### config.mk
export PLATFORM = sky130hd
export DESIGN_NAME = booth_mult_32
export DESIGN_NICKNAME = d
export VERILOG_FILES = /design/src/rtl/booth_mult_32_pkg.sv /design/src/rtl/booth_mult_32_step.sv /design/src/rtl/booth_mult_32.sv
export SDC_FILE = /design/constraint.sdc
export NUM_CORES = 1
export LEC_CHECK = 0
export CAP_MARGIN = 20
export CORE_MARGIN = 10
export CORE_UTILIZATION = 43
export DETAILED_ROUTE_END_ITERATION = 10
export GPL_TIMING_DRIVEN = 0
export PLACE_DENSITY = 0.64
export SLEW_MARGIN = 30
export SYNTH_ARGS = -nofsm -noshare
export SYNTH_HDL_FRONTEND = slang
export SYNTH_SLANG_ARGS = --single-unit
### constraint.sdc
create_clock -name clock -period 4.9 [get_ports clock]
set_input_delay 0.49 -clock clock [delete_from_list [all_inputs] [get_ports clock]]
set_output_delay 0.49 -clock clock [all_outputs]
set_load 0.03 [all_outputs]
### src/rtl/booth_mult_32_pkg.sv
// Shared definitions for the radix-2 Booth multiplier: widths, FSM state
// encodings and the Booth recode helper.
package booth_mult_32_pkg;

    localparam int WIDTH = 32;
    localparam int ITERS = 32;
    localparam int CNT_W = 6;

    localparam logic [1:0] IDLE = 2'd0;
    localparam logic [1:0] RUN  = 2'd1;
    localparam logic [1:0] DONE = 2'd2;

    typedef enum logic [1:0] {
        BOOTH_NOP = 2'd0,
        BOOTH_ADD = 2'd1,
        BOOTH_SUB = 2'd2
    } booth_op_t;

    // {Q[0], q_1}: 01 -> +M, 10 -> -M, 00/11 -> nothing
    function automatic booth_op_t booth_recode(input logic q0, input logic q_1);
        case ({q0, q_1})
            2'b01:   return BOOTH_ADD;
            2'b10:   return BOOTH_SUB;
            default: return BOOTH_NOP;
        endcase
    endfunction

endpackage

### src/rtl/booth_mult_32_step.sv
// One Booth iteration (combinational) plus the 32-bit carry-select adder it
// uses.
//
// csa_32 ports:
//   a, b   in  32  addends
//   ci     in  1   carry in
//   s      out 32  sum
//   ovf    out 1   signed overflow of a + b + ci
//
// booth_step ports:
//   a         in  32  accumulator (upper half of P)
//   m         in  32  multiplicand
//   q0, q_1   in  1   recode pair {Q[0], q_1}
//   a_next    out 32  accumulator after add and arithmetic shift
//   shift_in  out 1   bit shifted into Q[31]
//   q_1_next  out 1   next q_1 (old Q[0])

module csa_32 (
    input  logic [31:0] a,
    input  logic [31:0] b,
    input  logic        ci,
    output logic [31:0] s,
    output logic        ovf
);
    logic [8:0] lo;
    logic [3:0] c;

    assign lo    = {1'b0, a[7:0]} + {1'b0, b[7:0]} + {8'd0, ci};
    assign s[7:0] = lo[7:0];
    assign c[0]   = lo[8];

    // Upper blocks precompute both carry-in cases and select on the
    // incoming block carry.
    for (genvar g = 1; g < 4; g++) begin : g_blk
        logic [8:0] s0;
        logic [8:0] s1;
        assign s0 = {1'b0, a[g*8 +: 8]} + {1'b0, b[g*8 +: 8]};
        assign s1 = {1'b0, a[g*8 +: 8]} + {1'b0, b[g*8 +: 8]} + 9'd1;
        assign s[g*8 +: 8] = c[g-1] ? s1[7:0] : s0[7:0];
        assign c[g]        = c[g-1] ? s1[8]   : s0[8];
    end

    // Carry into bit 31 is recovered as a^b^s at that bit.
    assign ovf = c[3] ^ (a[31] ^ b[31] ^ s[31]);
endmodule

module booth_step
    import booth_mult_32_pkg::*;
(
    input  logic [31:0] a,
    input  logic [31:0] m,
    input  logic        q0,
    input  logic        q_1,
    output logic [31:0] a_next,
    output logic        shift_in,
    output logic        q_1_next
);
    booth_op_t   op;
    logic [31:0] addend;
    logic        ci;
    logic [31:0] sum;
    logic        ovf;
    logic        sgn;

    assign op = booth_recode(q0, q_1);

    always_comb begin
        addend = '0;
        ci     = 1'b0;
        case (op)
            BOOTH_ADD: addend = m;
            BOOTH_SUB: begin
                addend = ~m;
                ci     = 1'b1;
            end
            default: ;
        endcase
    end

    csa_32 u_csa (
        .a   (a),
        .b   (addend),
        .ci  (ci),
        .s   (sum),
        .ovf (ovf)
    );

    // The 33-bit true sum's sign; keeps M = 0x80000000 exact.
    assign sgn      = sum[31] ^ ovf;
    assign a_next   = {sgn, sum[31:1]};
    assign shift_in = sum[0];
    assign q_1_next = q0;
endmodule

### src/rtl/booth_mult_32.sv
// Multi-cycle 32x32 signed radix-2 Booth multiplier, low-word result plus
// overflow flag, start/ready handshake.
//
// Ports:
//   clock           in  1   rising-edge clock
//   reset           in  1   async active-high reset
//   ctrl_MULT       in  1   start pulse, operands sampled the same cycle
//   data_operandA   in  32  multiplicand
//   data_operandB   in  32  multiplier
//   data_result     out 32  product[31:0], held until next completion
//   data_exception  out 1   product does not fit in 32 signed bits
//   data_resultRDY  out 1   one-cycle pulse when the result updates
//   busy            out 1   high while iterating
//
// state | meaning
// IDLE  | waiting for ctrl_MULT
// RUN   | one Booth iteration per clock, 32 total
// DONE  | result valid pulse; ctrl_MULT here restarts immediately

module booth_mult_32
    import booth_mult_32_pkg::*;
(
    input  logic        clock,
    input  logic        reset,
    input  logic        ctrl_MULT,
    input  logic [31:0] data_operandA,
    input  logic [31:0] data_operandB,
    output logic [31:0] data_result,
    output logic        data_exception,
    output logic        data_resultRDY,
    output logic        busy
);
    logic [1:0]       state;
    logic [CNT_W-1:0] count;
    logic [31:0]      m_reg;
    logic [31:0]      a_reg;
    logic [31:0]      q_reg;
    logic             q_1_reg;

    logic [31:0] a_next;
    logic        shift_in;
    logic        q_1_next;
    logic [31:0] q_next;
    logic        last;

    booth_step u_step (
        .a        (a_reg),
        .m        (m_reg),
        .q0       (q_reg[0]),
        .q_1      (q_1_reg),
        .a_next   (a_next),
        .shift_in (shift_in),
        .q_1_next (q_1_next)
    );

    assign q_next = {shift_in, q_reg[31:1]};
    assign last   = (state == RUN) && (count == CNT_W'(ITERS - 1));
    assign busy   = (state == RUN);

    always_ff @(posedge clock or posedge reset) begin
        if (reset) begin
            state          <= IDLE;
            count          <= '0;
            m_reg          <= '0;
            a_reg          <= '0;
            q_reg          <= '0;
            q_1_reg        <= 1'b0;
            data_result    <= '0;
            data_exception <= 1'b0;
            data_resultRDY <= 1'b0;
        end else begin
            data_resultRDY <= 1'b0;
            case (state)
                IDLE, DONE: begin
                    if (ctrl_MULT) begin
                        m_reg   <= data_operandA;
                        a_reg   <= '0;
                        q_reg   <= data_operandB;
                        q_1_reg <= 1'b0;
                        count   <= '0;
                        state   <= RUN;
                    end else begin
                        state <= IDLE;
                    end
                end
                RUN: begin
                    a_reg   <= a_next;
                    q_reg   <= q_next;
                    q_1_reg <= q_1_next;
                    count   <= count + 1'b1;
                    // Outputs are captured from the final shift so they are
                    // valid throughout the DONE cycle.
                    if (last) begin
                        state          <= DONE;
                        data_resultRDY <= 1'b1;
                        data_result    <= q_next;
                        data_exception <= (a_next != {32{shift_in}});
                    end
                end
                default: state <= IDLE;
            endcase
        end
    end
endmodule

* Yosys cells after proc, flatten, opt, wreduce, memory -nomap -nowiden *
Cells that the tools add are included.

storage, ports and cells
  register bits = 139
  latch bits = 0
  memory bits (writable) = 0
  ROM bits = 0
  output and inout bits = 35
  memories kept = 0

operators by class
  add/subtract/negate cells = 9
  $mul = 0
  div/mod/pow operators = 0
  magnitude comparators = 0
  equal/unequal tests = 10
  shift operators = 0
  mux-type cells = 22
  bitwise logic cells = 5
  reduce and logical (&&, ||, !) cells = 7

operators with widths
  cell                                                              count
  32-bit one-hot mux with 2 select lines                            3
  32-bit two-way mux                                                2
  8-bit by 8-bit adder with 9-bit output                            4
  32-bit != test                                                    1
  32-bit NOT                                                        1
  9-bit by 1-bit adder with 9-bit output (second input constant)    3
  8-bit two-way mux                                                 3
  6-bit one-hot mux with 2 select lines                             1
  9-bit by 1-bit adder with 9-bit output                            1
  1-bit two-way mux                                                 8
  2-bit one-hot mux with 2 select lines                             2
  6-bit by 1-bit adder with 6-bit output (second input constant)    1
  2-bit by 1-bit == test with 1-bit output (second input constant)  3
  2-bit == test (second input constant)                             3
  6-bit by 5-bit == test with 1-bit output (second input constant)  1
  6-bit two-way mux                                                 1
  2-bit AND reduction                                               3
  1-bit bitwise XOR                                                 4
  2-bit logical NOT                                                 1
  2-bit two-way mux                                                 1
  2-bit by 1-bit != test with 1-bit output (second input constant)  1
  2-bit != test (second input constant)                             1
  1-bit one-hot mux with 2 select lines                             1
  2-bit nonzero test                                                1
  other kinds (2)                                                   2

* Longest topological paths before layout *
  depth after elaboration = 13
  depth in mapped cells = 21

* Hierarchy *
A second synthesis with hierarchy kept.

unflattened totals
  cells, all modules = 830
  area total of the unflattened synthesis = 8,081.5 um2

modules (own cells, without submodules)
  module         times used  cells an instance  area an instance (um2)  seq. area each (um2)
  booth_mult_32  1           488                5,465.2                 3,478.3
  csa_32         1           261                1,984.4                 0.0
  booth_step     1           81                 631.9                   0.0

* Least setup slack after synthesis *
No wires, ideal clock.

  kind = register -> register
  from = register q_reg[0]
  to = register data_exception
  arrival time = 4.367 ns
  data required time = 4.771 ns
  slack = 0.403 ns
  stages on the path, launching flop included = 20
  path buffers = 3
  path through = dfrtp_1 nor2b_1 clkbuf_1 clkbuf_1 a21oi_1 fa_1 fa_1 nor2b_1 o2111ai_1 a21oi_1 o21ai_1 nor4_4 xnor2_1 buf_6 and4_1 xor2_1 nand3_1 or4b_4 a221oi_2 a31oi_1

on the way
  longest elaborated chain between the ends = 13
  elaborated cells on any way between the ends = 26

RTL lines
  element                                                                    RTL line                                                                      RTL
  start, declared                                                            booth_mult_32.sv:37                                                           logic [31:0] q_reg;
  start signal, assigned                                                     booth_mult_32.sv:78                                                           q_reg <= data_operandB;
  start signal, assigned                                                     booth_mult_32.sv:88                                                           q_reg <= q_next;
  2-bit == test or 2-bit by 1-bit == test with 1-bit output (tied branches)  booth_mult_32_pkg.sv:21                                                       case ({q0, q_1})
  2-bit one-hot mux with 2 select lines *                                    booth_mult_32_pkg.sv:21
  2-bit == test or 2-bit by 1-bit == test with 1-bit output (tied branches)  booth_mult_32_step.sv:70                                                      case (op)
  32-bit one-hot mux with 2 select lines                                     booth_mult_32_step.sv:70
  8-bit by 8-bit adder with 9-bit output, on equally long branches           booth_mult_32_step.sv:37, booth_mult_32_step.sv:38, booth_mult_32_step.sv:28
  9-bit by 1-bit adder with 9-bit output, on equally long branches           booth_mult_32_step.sv:38, booth_mult_32_step.sv:28
  1-bit two-way mux (2 in series)                                            booth_mult_32_step.sv:40                                                      assign c[g] = c[g-1] ? s1[8] : s0[8];
  8-bit two-way mux                                                          booth_mult_32_step.sv:39                                                      assign s[g*8 +: 8] = c[g-1] ? s1[7:0] : s0[7:0];
  1-bit bitwise XOR (2 in series)                                            booth_mult_32_step.sv:44                                                      assign ovf = c[3] ^ (a[31] ^ b[31] ^ s[31]);
  1-bit bitwise XOR                                                          booth_mult_32_step.sv:89                                                      assign sgn = sum[31] ^ ovf;
  32-bit != test *                                                           booth_mult_32.sv:97                                                           data_exception <= (a_next != {32{shift_in}});
  end signal, assigned                                                       booth_mult_32.sv:97
  end, declared                                                              booth_mult_32.sv:29                                                           output logic data_exception,

Mark *: on every way between the ends. The rest lies on a longest branch, timed or not.
A chain may end at the register's enable or synchronous reset.

* Worst setup path in the final report *
  from = register q_1_reg
  to = register data_exception

on the way
  longest elaborated chain between the ends = 13
  elaborated cells on any way between the ends = 26

RTL lines
  element                                                                    RTL line                                                                      RTL
  start, declared                                                            booth_mult_32.sv:38                                                           logic q_1_reg;
  start signal, assigned                                                     booth_mult_32.sv:89                                                           q_1_reg <= q_1_next;
  2-bit == test or 2-bit by 1-bit == test with 1-bit output (tied branches)  booth_mult_32_pkg.sv:21
  2-bit one-hot mux with 2 select lines *                                    booth_mult_32_pkg.sv:21
  2-bit == test or 2-bit by 1-bit == test with 1-bit output (tied branches)  booth_mult_32_step.sv:70
  32-bit one-hot mux with 2 select lines                                     booth_mult_32_step.sv:70
  8-bit by 8-bit adder with 9-bit output, on equally long branches           booth_mult_32_step.sv:37, booth_mult_32_step.sv:38, booth_mult_32_step.sv:28
  9-bit by 1-bit adder with 9-bit output, on equally long branches           booth_mult_32_step.sv:38, booth_mult_32_step.sv:28
  1-bit two-way mux (2 in series)                                            booth_mult_32_step.sv:40
  8-bit two-way mux                                                          booth_mult_32_step.sv:39
  1-bit bitwise XOR (2 in series)                                            booth_mult_32_step.sv:44
  1-bit bitwise XOR                                                          booth_mult_32_step.sv:89
  32-bit != test *                                                           booth_mult_32.sv:97

Marked as above.

==> reports/metrics.sh <==
CLKSLEWWORSTSETUPHOLDPATHS_PS=70
WORST_SETUP_PATH_START_KIND='register'
YS.WARNINGS.COUNT=0
GRT_FIRST_PASS_WIRELENGTH_MICRONS=34200
DIE_Y_MICRONS=155
IO_PINS=102
TRITONCTS='built'
GRT_ANTENNA_BEFORE_REPAIR=0
FINALWIRELENGTH_MICRONS=20700
CTS_BUFFER_DEPTH=2
MAPPED_CELL_AREA_SQ_UM=7860
YS_DOMINANT_REG_CELL='dfrtp_1'
SLEW_HEADROOM_PCT=54.4
ANTENNA_VIOLATING_NETS_POST_ROUTE=0
POSTSYNTHNETCOUNT=1028
NUMBER_OF_FLOPS_MAPPED_TO_ENABLE_CELLS_BY_YOSYS=0
SYNTH_CELL_TYPE_COUNT=60
NUMBER_OF_CLOCK_SINKS_SEEN_BY_CTS=139
FINAL_CRITICAL_PATH_TIME_INCLUDING_I_O_DELAYS_AND_SETUP_PS=4750
CLOCK_LATENCY_PS=430
SLEW_VIOLATIONS=0
GRT_MAX_DEGREE=86
NETS=1154
CTS_ROOT_BUFFER='clkbuf_16'
WORSTPATHREQUIRED_PS=5200
MIN_PERIOD_OVER_PERIOD_PCT=97.0
WORST_IR_DROP_VDD_mV=0.428
CRIT_ARRIVAL_PS=5050
ROUTEDWLPERCELL_MICRONS=16.1
HTREE_LEVELS=4
NUMPORTBUFFERS=101
DETAILED_PLACE.AREA_SQ_UM=9190
VIA_COUNT=6770
DRTPASS1ITERATIONS=4
PLACE_WS_PS=-520
FIRST_ITER_VIOLATIONS=392
ROUTED_VIA_DENSITY=5.25
TOTALPOWERFINAL_mW=8.27
FLOORPLAN.ROWS=49
DIE_AREA_SQ_UM=24100
TIMING.CRITICAL_PATH.FANOUT_MAX=10
HOLDBUFCOUNTCTS=0
POSTSYNTHREGISTERBITS=139
ASYNC_FLOP_SHARE_PCT=100
CLOCK-SKEW-FINAL_PS=9.73
CRITPATHKIND='register to register'
WORST_SLACK_PS=149
WORSTMARGINPINSLEW_PS=684
START_UTIL_PCT=43.7
PWR_DENSITY_CELL_nW_PER_UM2=834
GLOBALROUTEOVERFLOWTOTAL=0
NUMBER_OF_ANTENNA_CELLS_INSERTED=0
WORSTSETUPENDPOINTTYPE='register'
CAP_VIOL_MAX_COUNT=0
POST_SYNTHESIS_MEAN_INSTANCE_AREA_SQ_UM=8.53
SYNTHESIZED_INSTANCE_COUNT=921
NUMBER_OF_GLOBAL_ROUTE_VIAS_BEFORE_REPAIR=6728
PATH_CLASS_OF_THE_LOWEST_SLACK_MIN_DELAY_PATH='register to register'
DP.FINAL_HPWL_MICRONS=14800
STATUS='finished clean'
ACHIEVABLE-FREQUENCY_GHz=0.210
CTS-BUFFERS-INSERTED=17
REMAINING_DRC_ERRORS=0
DIE_W_MICRONS=155
GP_CONGESTION=0.843
TIMING.FINAL.SETUP_VIOLATIONS=0
CORE_AREA_SQ_UM=18000
SEQUENTIAL_TO_TOTAL_AREA_SHARE_FROM_YOSYS_STAT_PCT=44.3
HOLD_VIOLATIONS=0
TOTAL_GLOBAL_ROUTING_TRACK_UTILIZATION_PCT=17.3
SYN_TO_FINAL_GROWTH_PCT=26.2
FINAL_DESIGN_AREA_NO_FILL_SQ_UM=9920
POWER.STATIC_LEAKAGE_nW=4.50
POST_ROUTE_CELLS_DRIVE_ABOVE_1_SHARE_PCT=7.45
==> metrics by stage <==
step / utilization [%] / TNS, ps / hold WS, ps / cells
after floorplan: - / 0 / 450 / 921
after global placement: 51.0 / -214790 / 459 / 1251
after detailed placement: 51.2 / -520 / 462 / 1252
after CTS: 54.6 / 0 / 480 / 1284
after global routing: 55.2 / -39.4 / 505 / 1289
final: 55.2 / 0 / 473 / 1289
==> where the power goes <==
| group | total [mW] | switching (mW) | internal (mW) |
|---|---|---|---|
| registers | 2.02 | 0.341 | 1.68 |
| logic | 4.98 | 2.88 | 2.10 |
| clock network | 1.27 | 0.589 | 0.680 |
| total | 8.27 | 3.81 | 4.46 |
==> final timing paths <==
check | to | start | slack [ps] | cells past startpoint
hold reg to reg | data_result[20] | data_result[20] | 470 | 2
max in group asynchronous | q_reg[0] | reset | 3660 | 3
hold / removal | data_result[20] | data_result[20] | 470 | 2
setup / recovery | data_exception | q_1_reg | 150 | 19
setup reg to reg | data_exception | q_1_reg | 150 | 19
min in group asynchronous | data_result[5] | reset | 480 | 2
==> cell families after synthesis <==
logic type	share of synthesized area (%)
XOR/XNOR	5.34
AO/OA/AOI/OAI	15.3
adder cells (fa/ha/maj)	6.85
flip-flops	44.3
AND/OR/NAND/NOR	24.1
buffers and inverters	3.22
multiplexers	0.924
==> metal layers <==
layer	global-route usage (%)	part of all wire (%)	wire length, microns
met5	0	0	0
met4	4.19	1.3	262
met3	4.58	4.5	942
met2	27.8	47	9730
met1	22.8	47	9820
==> cell usage after synthesis (5+ instances only) <==
cell,instances,area share [%]
inv_1,23,1.1
buf_1,6,0.29
xor2_1,12,1.3
nand2_1,329,16
o21ai_0,67,4.3
fa_1,5,1.3
nor4_1,9,0.72
nor2b_1,7,0.56
ha_1,35,5.6
xnor2_1,34,3.8
a22o_1,12,1.3
nor2_1,28,1.3
and3_1,5,0.40
a21o_1,8,0.76
dfrtp_1,139,44
a22oi_1,33,3.2
clkbuf_1,33,1.6
nand3_1,14,0.89
a21oi_1,17,1.1
nand2b_1,9,0.72
mux2i_1,5,0.64
nor3_1,16,1.0
o21a_1,12,1.1
==> timing repair <==
action,4_1_cts,5_1_grt
setup endpoints to repair,1,1
setup buffers,0,5
gates resized for setup,15,21
pin swaps,0,3
==> placed cells by master, fill, tap and decap left out, types with 3 or more instances in the layout <==
cell / count
a211oi_1: 4
a21o_1: 8
a21oi_1: 16
a22o_1: 12
a22oi_1: 33
and3_1: 5
buf_1: 6
buf_4: 7
clkbuf_1: 26
clkbuf_16: 17
clkdlybuf4s50_1: 101
dfrtp_1: 138
fa_2: 3
ha_1: 35
inv_1: 22
inv_6: 5
inv_8: 7
mux2i_1: 5
nand2_1: 329
nand2b_1: 8
nand3_1: 14
nand4_1: 4
nor2_1: 28
nor2b_1: 5
nor3_1: 16
nor4_1: 9
o211ai_1: 3
o21a_1: 12
o21ai_0: 67
or2_2: 4
or3_1: 3
xnor2_1: 31
xnor2_2: 4
xor2_1: 11
==> layout make-up <==
cell class / count / area, sq um
Multi-Input combinational cell: 717 / 4210
Sequential cell: 139 / 3480
Buffer: 41 / 194
Timing Repair Buffer: 107 / 1080
Fill cell: 1671 / 8050
Clock inverter: 15 / 149
Inverter: 24 / 97.6
Clock buffer: 17 / 425
Tap cell: 229 / 287
==> worst max-delay path: stages (launching register included) <==
cell and delay, ps:
dfrtp_1 390, nor2b_1 130, buf_4 160, clkbuf_4 190, nand2_1 80, o21ai_0 90, ha_1 360, and3_1 240
a221oi_2 380, o21ai_0 170, a21boi_1 200, nor4_4 400, xnor2_2 170, buf_6 150, and4_1 220, xor2_2 220
nand3_1 100, or4b_4 540, a221oi_4 310, a31oi_1 110
Power figures use the tool's default switching activity.
